==> config.mk <==
export PLATFORM = sky130hd
export DESIGN_NAME = button_debouncer
export DESIGN_NICKNAME = d
export VERILOG_FILES = /design/src/rtl/button_debouncer.sv
export SDC_FILE = /design/constraint.sdc
export NUM_CORES = 1
export LEC_CHECK = 0
export ABC_CLOCK_PERIOD_IN_PS = 4300
export CAP_MARGIN = 10
export CORE_UTILIZATION = 40
export CTS_CLUSTER_DIAMETER = 120
export DETAILED_ROUTE_END_ITERATION = 8
export GPL_ROUTABILITY_DRIVEN = 0
export PLACE_DENSITY = 0.53
export SYNTH_ARGS = -nofsm -noshare
export SYNTH_HDL_FRONTEND = slang
export SYNTH_SLANG_ARGS = --single-unit
==> constraint.sdc <==
create_clock -name clk -period 4.3 [get_ports clk]
set_input_delay 0.86 -clock clk [delete_from_list [all_inputs] [get_ports clk]]
set_output_delay 0.86 -clock clk [all_outputs]
set_load 0.02 [all_outputs]
==> src/rtl/button_debouncer.sv <==
// Multi-channel push-button debouncer.
// Each channel has its own two-flop synchroniser, a stability counter and a
// debounced level register. A new level is accepted only after the
// synchronised input has disagreed with the current level for
// DEBOUNCE_CYCLES consecutive clock edges. One-cycle pressed/released pulses
// are issued together with the level change.
module button_debouncer #(
  parameter int   N_BUTTONS       = 3,
  parameter int   DEBOUNCE_CYCLES = 400000,
  parameter logic INVERT          = 1'b0
) (
  input  logic                 clk,
  input  logic                 reset,
  input  logic [N_BUTTONS-1:0] buttons_raw,
  output logic [N_BUTTONS-1:0] buttons,
  output logic [N_BUTTONS-1:0] pressed,
  output logic [N_BUTTONS-1:0] released
);

  // Wide enough to hold DEBOUNCE_CYCLES itself, so the counter can never wrap.
  localparam int CNT_W = $clog2(DEBOUNCE_CYCLES + 1);
  // Count value at which the next differing edge accepts the new level.
  localparam logic [CNT_W-1:0] CNT_LAST = CNT_W'(DEBOUNCE_CYCLES - 1);

  logic [N_BUTTONS-1:0] sync_s1;
  logic [N_BUTTONS-1:0] sync_s2;

  logic [CNT_W-1:0]     count_q [N_BUTTONS];
  logic [CNT_W-1:0]     count_d [N_BUTTONS];

  logic [N_BUTTONS-1:0] buttons_d;
  logic [N_BUTTONS-1:0] pressed_d;
  logic [N_BUTTONS-1:0] released_d;

  // Two-flop synchroniser; polarity is normalised before the first flop so
  // everything downstream works in "1 = pressed".
  // NOTE: sequential state uses non-blocking assignments so every flop samples
  // pre-edge values; blocking here would collapse s1/s2 into a single stage.
  always_ff @(posedge clk or posedge reset) begin
    if (reset) begin
      sync_s1 <= '0;
      sync_s2 <= '0;
    end else begin
      sync_s1 <= buttons_raw ^ {N_BUTTONS{INVERT}};
      sync_s2 <= sync_s1;
    end
  end

  // Per-channel next-state: clear on agreement, count on disagreement,
  // accept and pulse once the disagreement has lasted long enough.
  // NOTE: every output of this block gets a default before any branch; a
  // missing default would infer a latch.
  always_comb begin
    buttons_d  = buttons;
    pressed_d  = '0;
    released_d = '0;
    for (int i = 0; i < N_BUTTONS; i++) begin
      count_d[i] = '0;
      if (sync_s2[i] != buttons[i]) begin
        if (count_q[i] == CNT_LAST) begin
          buttons_d[i]  = sync_s2[i];
          pressed_d[i]  = sync_s2[i];
          released_d[i] = ~sync_s2[i];
        end else begin
          count_d[i] = count_q[i] + CNT_W'(1);
        end
      end
    end
  end

  // Counter, level and pulse registers; reset aborts any count in progress.
  // NOTE: the counter array is a bank of individual flops, not a RAM, so it is
  // safe (and required) to clear it in the asynchronous reset branch.
  always_ff @(posedge clk or posedge reset) begin
    if (reset) begin
      for (int i = 0; i < N_BUTTONS; i++) begin
        count_q[i] <= '0;
      end
      buttons  <= '0;
      pressed  <= '0;
      released <= '0;
    end else begin
      for (int i = 0; i < N_BUTTONS; i++) begin
        count_q[i] <= count_d[i];
      end
      buttons  <= buttons_d;
      pressed  <= pressed_d;
      released <= released_d;
    end
  end

endmodule

* Yosys cells after proc, flatten, opt, wreduce, memory -nomap -nowiden
Index checks and enable logic that the tools add are counted.
Operators by class: add/sub/neg operators 3, reduce and logical (&&, ||, !) cells 3, mux-type cells 18, eq/ne operators 6, bitwise logic cells 3
Operator list (count):
- 19-bit 2-to-1 mux | 6
- 19-bit by 1-bit adder with 19-bit output, second input constant | 3
- 19-bit equality test, second input constant | 3
- 1-bit 2-to-1 mux | 12
- 2-bit AND reduction | 3
- 1-bit != test | 3
- 1-bit NOT | 3
Storage, ports and cells: flip-flop bits (word level) 72, logic and storage cells 43, bits of input ports 5

* Longest topological paths before layout
word-level depth 3, mapped depth 6

* Worst setup path before layout
No wires, ideal clock.
path type register to register, start reg count_q[11] (netlist bit), end reg count_q[17] (netlist bit), slack 2.593 ns, library setup time 0.079 ns, data required time 4.221 ns, clock period less this slack 1.707 ns, arrival time 1.628 ns, path buffers 1, cell stages (with the launch flop) 6, path through dfrtp_1 -> buf_4 -> nand4_1 -> or4_4 -> or4_1 -> a21oi_1
RTL lines:
- start, declared | RTL line 28 | logic [CNT_W-1:0] count_q [N_BUTTONS];
- start signal, assigned by index | RTL line 84 | count_q[i] <= count_d[i];

==> impl_results.html <==
<table>
<tr><th>Metric</th><th>Value</th></tr>
<tr><th colspan="2">Detailed routing</th></tr>
<tr><td>Initial DRC count</td><td>107</td></tr>
<tr><td>DR WL/cell</td><td>14.4 um</td></tr>
<tr><td>Detail Route Antenna Nets</td><td>0</td></tr>
<tr><td>Remaining design rule violation count</td><td>0</td></tr>
<tr><td>Vias after detailed routing</td><td>2,498</td></tr>
<tr><td>Final wirelength</td><td>6.72 mm</td></tr>
<tr><td>Length of the first detailed-routing pass in iterations</td><td>4</td></tr>
<tr><td>Drt via density</td><td>5.34</td></tr>
<tr><th colspan="2">Logic synthesis</th></tr>
<tr><td>Synth warn</td><td>0</td></tr>
<tr><td>Cell area after synthesis</td><td>0.00342 mm2</td></tr>
<tr><td>Mean instance size in the synthesized netlist</td><td>10.1 um2</td></tr>
<tr><td>Count of different cell masters after synthesis</td><td>40</td></tr>
<tr><td>Synth Area in XOR/XNOR</td><td>0.118</td></tr>
<tr><td>Synthesized Nets</td><td>346</td></tr>
<tr><td>Compound-cell area share of the yosys netlist</td><td>0.0348</td></tr>
<tr><td>Post-synthesis sequential element count</td><td>72</td></tr>
<tr><td>Proportion of synthesized chip area in sequential cells</td><td>0.527</td></tr>
<tr><td>Largest family of logic cells by synthesized area</td><td>simple AND/OR/NAND/NOR gates</td></tr>
<tr><td>Portion of netlist area occupied by mux cells</td><td>0.00988</td></tr>
<tr><td>Synthesized-area fraction occupied by adder cells</td><td>0.0110</td></tr>
<tr><td>Post-synthesis share of cell area spent on and, or, nand and nor gates</td><td>0.279</td></tr>
<tr><td>Gate Count Post-Synth</td><td>338</td></tr>
<tr><th colspan="2">Power and ir drop</th></tr>
<tr><td>Max VDD drop</td><td>0.189 mV</td></tr>
<tr><td>Switching power share of the total</td><td>0.220</td></tr>
<tr><td>Internal Power</td><td>1070 uW</td></tr>
<tr><td>Final Total Pwr</td><td>1380 uW</td></tr>
<tr><td>Fraction of power consumed by the clock network</td><td>0.464</td></tr>
<tr><td>Comb power frac</td><td>0.030</td></tr>
<tr><td>Sequential power share</td><td>0.506</td></tr>
<tr><td>Static leakage</td><td>0.00152 uW</td></tr>
<tr><td>P per Cell Area</td><td>352 mW/mm2</td></tr>
<tr><td>Switching power summed over all nets</td><td>303 uW</td></tr>
<tr><th colspan="2">Timing</th></tr>
<tr><td>Remaining max-slew budget at the tightest pin</td><td>0.249</td></tr>
<tr><td>Setup-violating endpoint count in the final report</td><td>0</td></tr>
<tr><td>Number of hold violations in the final report</td><td>0</td></tr>
<tr><td>Hold slack</td><td>354 ps</td></tr>
<tr><td>Setup Skew</td><td>8.76 ps</td></tr>
<tr><td>Least-Margin Pin Slew</td><td>1120 ps</td></tr>
<tr><td>FMAX</td><td>429 MHz</td></tr>
<tr><td>Post-route fraction of the period consumed by the critical path</td><td>0.542</td></tr>
<tr><td>Setup repair after global routing missed its margin</td><td>no</td></tr>
<tr><td>Shortest clock period the worst path allows after layout</td><td>2330 ps</td></tr>
<tr><td>Final Slew Violations</td><td>0</td></tr>
<tr><td>Setup TNS after final layout</td><td>0 ps</td></tr>
<tr><th colspan="2">Setup path</th></tr>
<tr><td>Critical Path Source Type</td><td>register</td></tr>
<tr><td>Critical Path RT</td><td>4470 ps</td></tr>
<tr><td>Crit. Startpoint</td><td>count_q[38]</td></tr>
<tr><td>Setup slack, reg-to-reg</td><td>1970 ps</td></tr>
<tr><td>Critical Setup Path Class</td><td>reg -&gt; reg</td></tr>
<tr><td>Type of element capturing the critical path</td><td>register</td></tr>
<tr><td>Maximum cell stage delay along the critical path</td><td>900 ps</td></tr>
<tr><td>Maximum fanout along the worst path</td><td>15</td></tr>
<tr><td>Worst path bufs/invs</td><td>0</td></tr>
<tr><td>Family with the most delay on the worst path</td><td>compound AO/OA/AOI/OAI gates</td></tr>
<tr><td>Startpoint of the most critical register-to-register path</td><td>count_q[38]</td></tr>
<tr><td>CP cell instances</td><td>ha_1 &gt; and4_1 &gt; nand4_1 &gt; o21ai_1 &gt; nor2_1</td></tr>
<tr><td>Highest-delay cell along the critical path</td><td>sky130_fd_sc_hd__o21ai_1</td></tr>
<tr><td>Arr. time, crit path</td><td>2500 ps</td></tr>
<tr><th colspan="2">Placed design</th></tr>
<tr><td>Placed wire-length estimate</td><td>4.50 mm</td></tr>
<tr><td>Port Buf Inserts</td><td>13</td></tr>
<tr><th colspan="2">Layout</th></tr>
<tr><td>Highest-count cells in the layout ignoring fill and taps</td><td>72 x sky130_fd_sc_hd__dfrtp_1, 54 x sky130_fd_sc_hd__nor2_1, 32 x sky130_fd_sc_hd__xnor2_1</td></tr>
<tr><td>Share of layout cells above drive strength 1</td><td>0.0661</td></tr>
<tr><td>Area overhead of the layout relative to synthesis</td><td>14.4%</td></tr>
<tr><td>Nets</td><td>366</td></tr>
<tr><td>Ant. Diodes</td><td>0</td></tr>
<tr><td>Most common cell after layout, fill and taps aside</td><td>sky130_fd_sc_hd__dfrtp_1</td></tr>
<tr><th colspan="2">Global routing</th></tr>
<tr><td>Overall overflow remaining after global route</td><td>0</td></tr>
<tr><td>Wire length of the first global-routing pass</td><td>11.9 mm</td></tr>
<tr><td>Pin count of the biggest net entering global routing</td><td>47</td></tr>
<tr><td>Vias in the first global route</td><td>2,390</td></tr>
<tr><td>Global router's overall resource usage</td><td>0.174</td></tr>
<tr><td>Initial antenna violation count</td><td>0</td></tr>
<tr><th colspan="2">Status</th></tr>
<tr><td>Result of the run</td><td>finished, final reports clean</td></tr>
<tr><th colspan="2">Clock network</th></tr>
<tr><td>Clock latency on the worst-skew pair</td><td>340 ps</td></tr>
<tr><td>CTS root buf</td><td>sky130_fd_sc_hd__clkbuf_8</td></tr>
<tr><td>H-Tree Depth</td><td>3</td></tr>
<tr><td>Num Clock Sinks</td><td>72</td></tr>
<tr><td>CTS clock-pin slew for the worst setup and hold paths</td><td>80 ps</td></tr>
<tr><td>Clock tree from TritonCTS</td><td>done</td></tr>
<tr><td>Maximum buffer depth of the clock tree</td><td>2</td></tr>
<tr><td>Post-CTS setup buffer count</td><td>0</td></tr>
<tr><td>Number of buffers inserted during clock tree synthesis</td><td>9</td></tr>
<tr><td>Number of buffers inserted by hold repair at cts</td><td>0</td></tr>
<tr><td>CTS-repair resized insts</td><td>0</td></tr>
<tr><th colspan="2">Floorplanning</th></tr>
<tr><td>Die Wd</td><td>94.5 um</td></tr>
<tr><td>Starting density of the core</td><td>0.414</td></tr>
<tr><td>Floorplan row count</td><td>33</td></tr>
<tr><td>DIE AREA</td><td>0.00892 mm2</td></tr>
<tr><td>Core area</td><td>0.00826 mm2</td></tr>
<tr><td>I/O Pins</td><td>14</td></tr>
<tr><td>Height of the chip</td><td>94.5 um</td></tr>
<tr><th colspan="2">Min path</th></tr>
<tr><td>Class of the most critical hold timing path</td><td>reg -&gt; reg</td></tr>
<tr><td>Min-delay src</td><td>sync_s1[0]</td></tr>
<tr><th colspan="2">Run</th></tr>
<tr><td>Max-Cap Viols</td><td>0</td></tr>
</table>
## layout make-up
class,instances,area [um2]
clock buffers,12,165
clock inverters,4,75.1
fillers,785,4350
inverters,10,37.5
multi-input cells,249,1550
flip-flops and latches,72,1800
well taps,105,131
repair buffers,16,153
## Yosys cell counts
cell / number / area share
sky130_fd_sc_hd__nand2_1: 16 / 0.018
sky130_fd_sc_hd__or4_1: 2 / 0.0044
sky130_fd_sc_hd__or2_2: 1 / 0.0018
sky130_fd_sc_hd__nand3_1: 21 / 0.031
sky130_fd_sc_hd__a21boi_1: 1 / 0.0022
sky130_fd_sc_hd__a31o_2: 1 / 0.0026
sky130_fd_sc_hd__mux2_1: 3 / 0.0099
sky130_fd_sc_hd__a21oi_1: 5 / 0.0073
sky130_fd_sc_hd__nor4bb_1: 3 / 0.0088
sky130_fd_sc_hd__or2_0: 1 / 0.0018
sky130_fd_sc_hd__and4_1: 3 / 0.0077
sky130_fd_sc_hd__nor2b_1: 1 / 0.0018
sky130_fd_sc_hd__and2_1: 2 / 0.0037
sky130_fd_sc_hd__and4b_1: 2 / 0.0059
sky130_fd_sc_hd__nor2_1: 54 / 0.059
sky130_fd_sc_hd__or4_4: 1 / 0.0033
sky130_fd_sc_hd__o221ai_1: 2 / 0.0051
sky130_fd_sc_hd__or2_1: 1 / 0.0018
sky130_fd_sc_hd__or3_1: 2 / 0.0037
sky130_fd_sc_hd__and3_1: 9 / 0.016
sky130_fd_sc_hd__nor3b_1: 7 / 0.015
sky130_fd_sc_hd__nor4_1: 14 / 0.026
sky130_fd_sc_hd__o221a_1: 1 / 0.0033
sky130_fd_sc_hd__o21ai_0: 2 / 0.0029
sky130_fd_sc_hd__o41ai_1: 1 / 0.0026
sky130_fd_sc_hd__buf_2: 2 / 0.0029
sky130_fd_sc_hd__buf_4: 1 / 0.0022
sky130_fd_sc_hd__or4b_1: 1 / 0.0029
sky130_fd_sc_hd__clkbuf_1: 4 / 0.0044
sky130_fd_sc_hd__nor4b_1: 2 / 0.0051
sky130_fd_sc_hd__inv_1: 10 / 0.011
sky130_fd_sc_hd__ha_1: 3 / 0.011
sky130_fd_sc_hd__dfrtp_1: 72 / 0.53
sky130_fd_sc_hd__nand4_1: 20 / 0.037
sky130_fd_sc_hd__nor3_1: 15 / 0.022
sky130_fd_sc_hd__nand3_2: 1 / 0.0029
sky130_fd_sc_hd__o21ai_1: 3 / 0.0044
sky130_fd_sc_hd__xor2_1: 14 / 0.036
sky130_fd_sc_hd__o31ai_1: 2 / 0.0044
sky130_fd_sc_hd__xnor2_1: 32 / 0.082
## layer usage
| metal | share of wire | track usage | routed length, um | vias to the layer above |
|---|---|---|---|---|
| met4 | 0.014 | 0.0644 | 97 | 0 |
| li1 | - | - | - | 1242 |
| met1 | 0.51 | 0.237 | 3430 | 1213 |
| met2 | 0.45 | 0.270 | 3020 | 33 |
| met5 | 0 | 0 | 0 | - |
| met3 | 0.025 | 0.0386 | 168 | 10 |
## path summary, 6_finish.rpt
kind,to,cells past startpoint
worst min register to register,sync_s2[0],0
min in group asynchronous,count_q[35],2
max in group asynchronous,count_q[52],3
worst max register to register,count_q[46],5
worst min-delay path,sync_s2[0],0
worst max-delay path,count_q[46],5
## logic make-up after synthesis
kind of cell             Yosys count
AND/OR/NAND/NOR                  179
flip-flops                        72
XOR/XNOR                          46
AO/OA/AOI/OAI                     18
buffers and inverters             17
multiplexers                       3
adder cells (fa/ha/maj)            3
## state kept, by name, summed over array words and instances (netlist names)
| name | count |
|---|---|
| sync_s2 | 3 |
| buttons | 3 |
| sync_s1 | 3 |
| pressed | 3 |
| count_q | 57 |
| released | 3 |
## power by group through the flow
stage	sequential, uW	combinational (uW)	clock, uW
4_1_cts	697	44.3	661
3_3_place_gp	710	43.4	0
2_1_floorplan	706	30.4	0
3_5_place_dp	711	43.9	0
5_1_grt	699	49.4	686
6_report	697	41.8	639
## metrics by stage
stage | worst slack, ps | utilization | std cells | instance area [um2]
detailed placement | 1940 | 0.445 | 452 | 3670
floorplan | 1620 | - | 338 | 3420
CTS | 1940 | 0.474 | 468 | 3910
global route | 1690 | 0.474 | 468 | 3910
finish | 1970 | 0.474 | 468 | 3910
global placement | 1980 | 0.445 | 452 | 3670
Power figures use the tool's default switching activity.
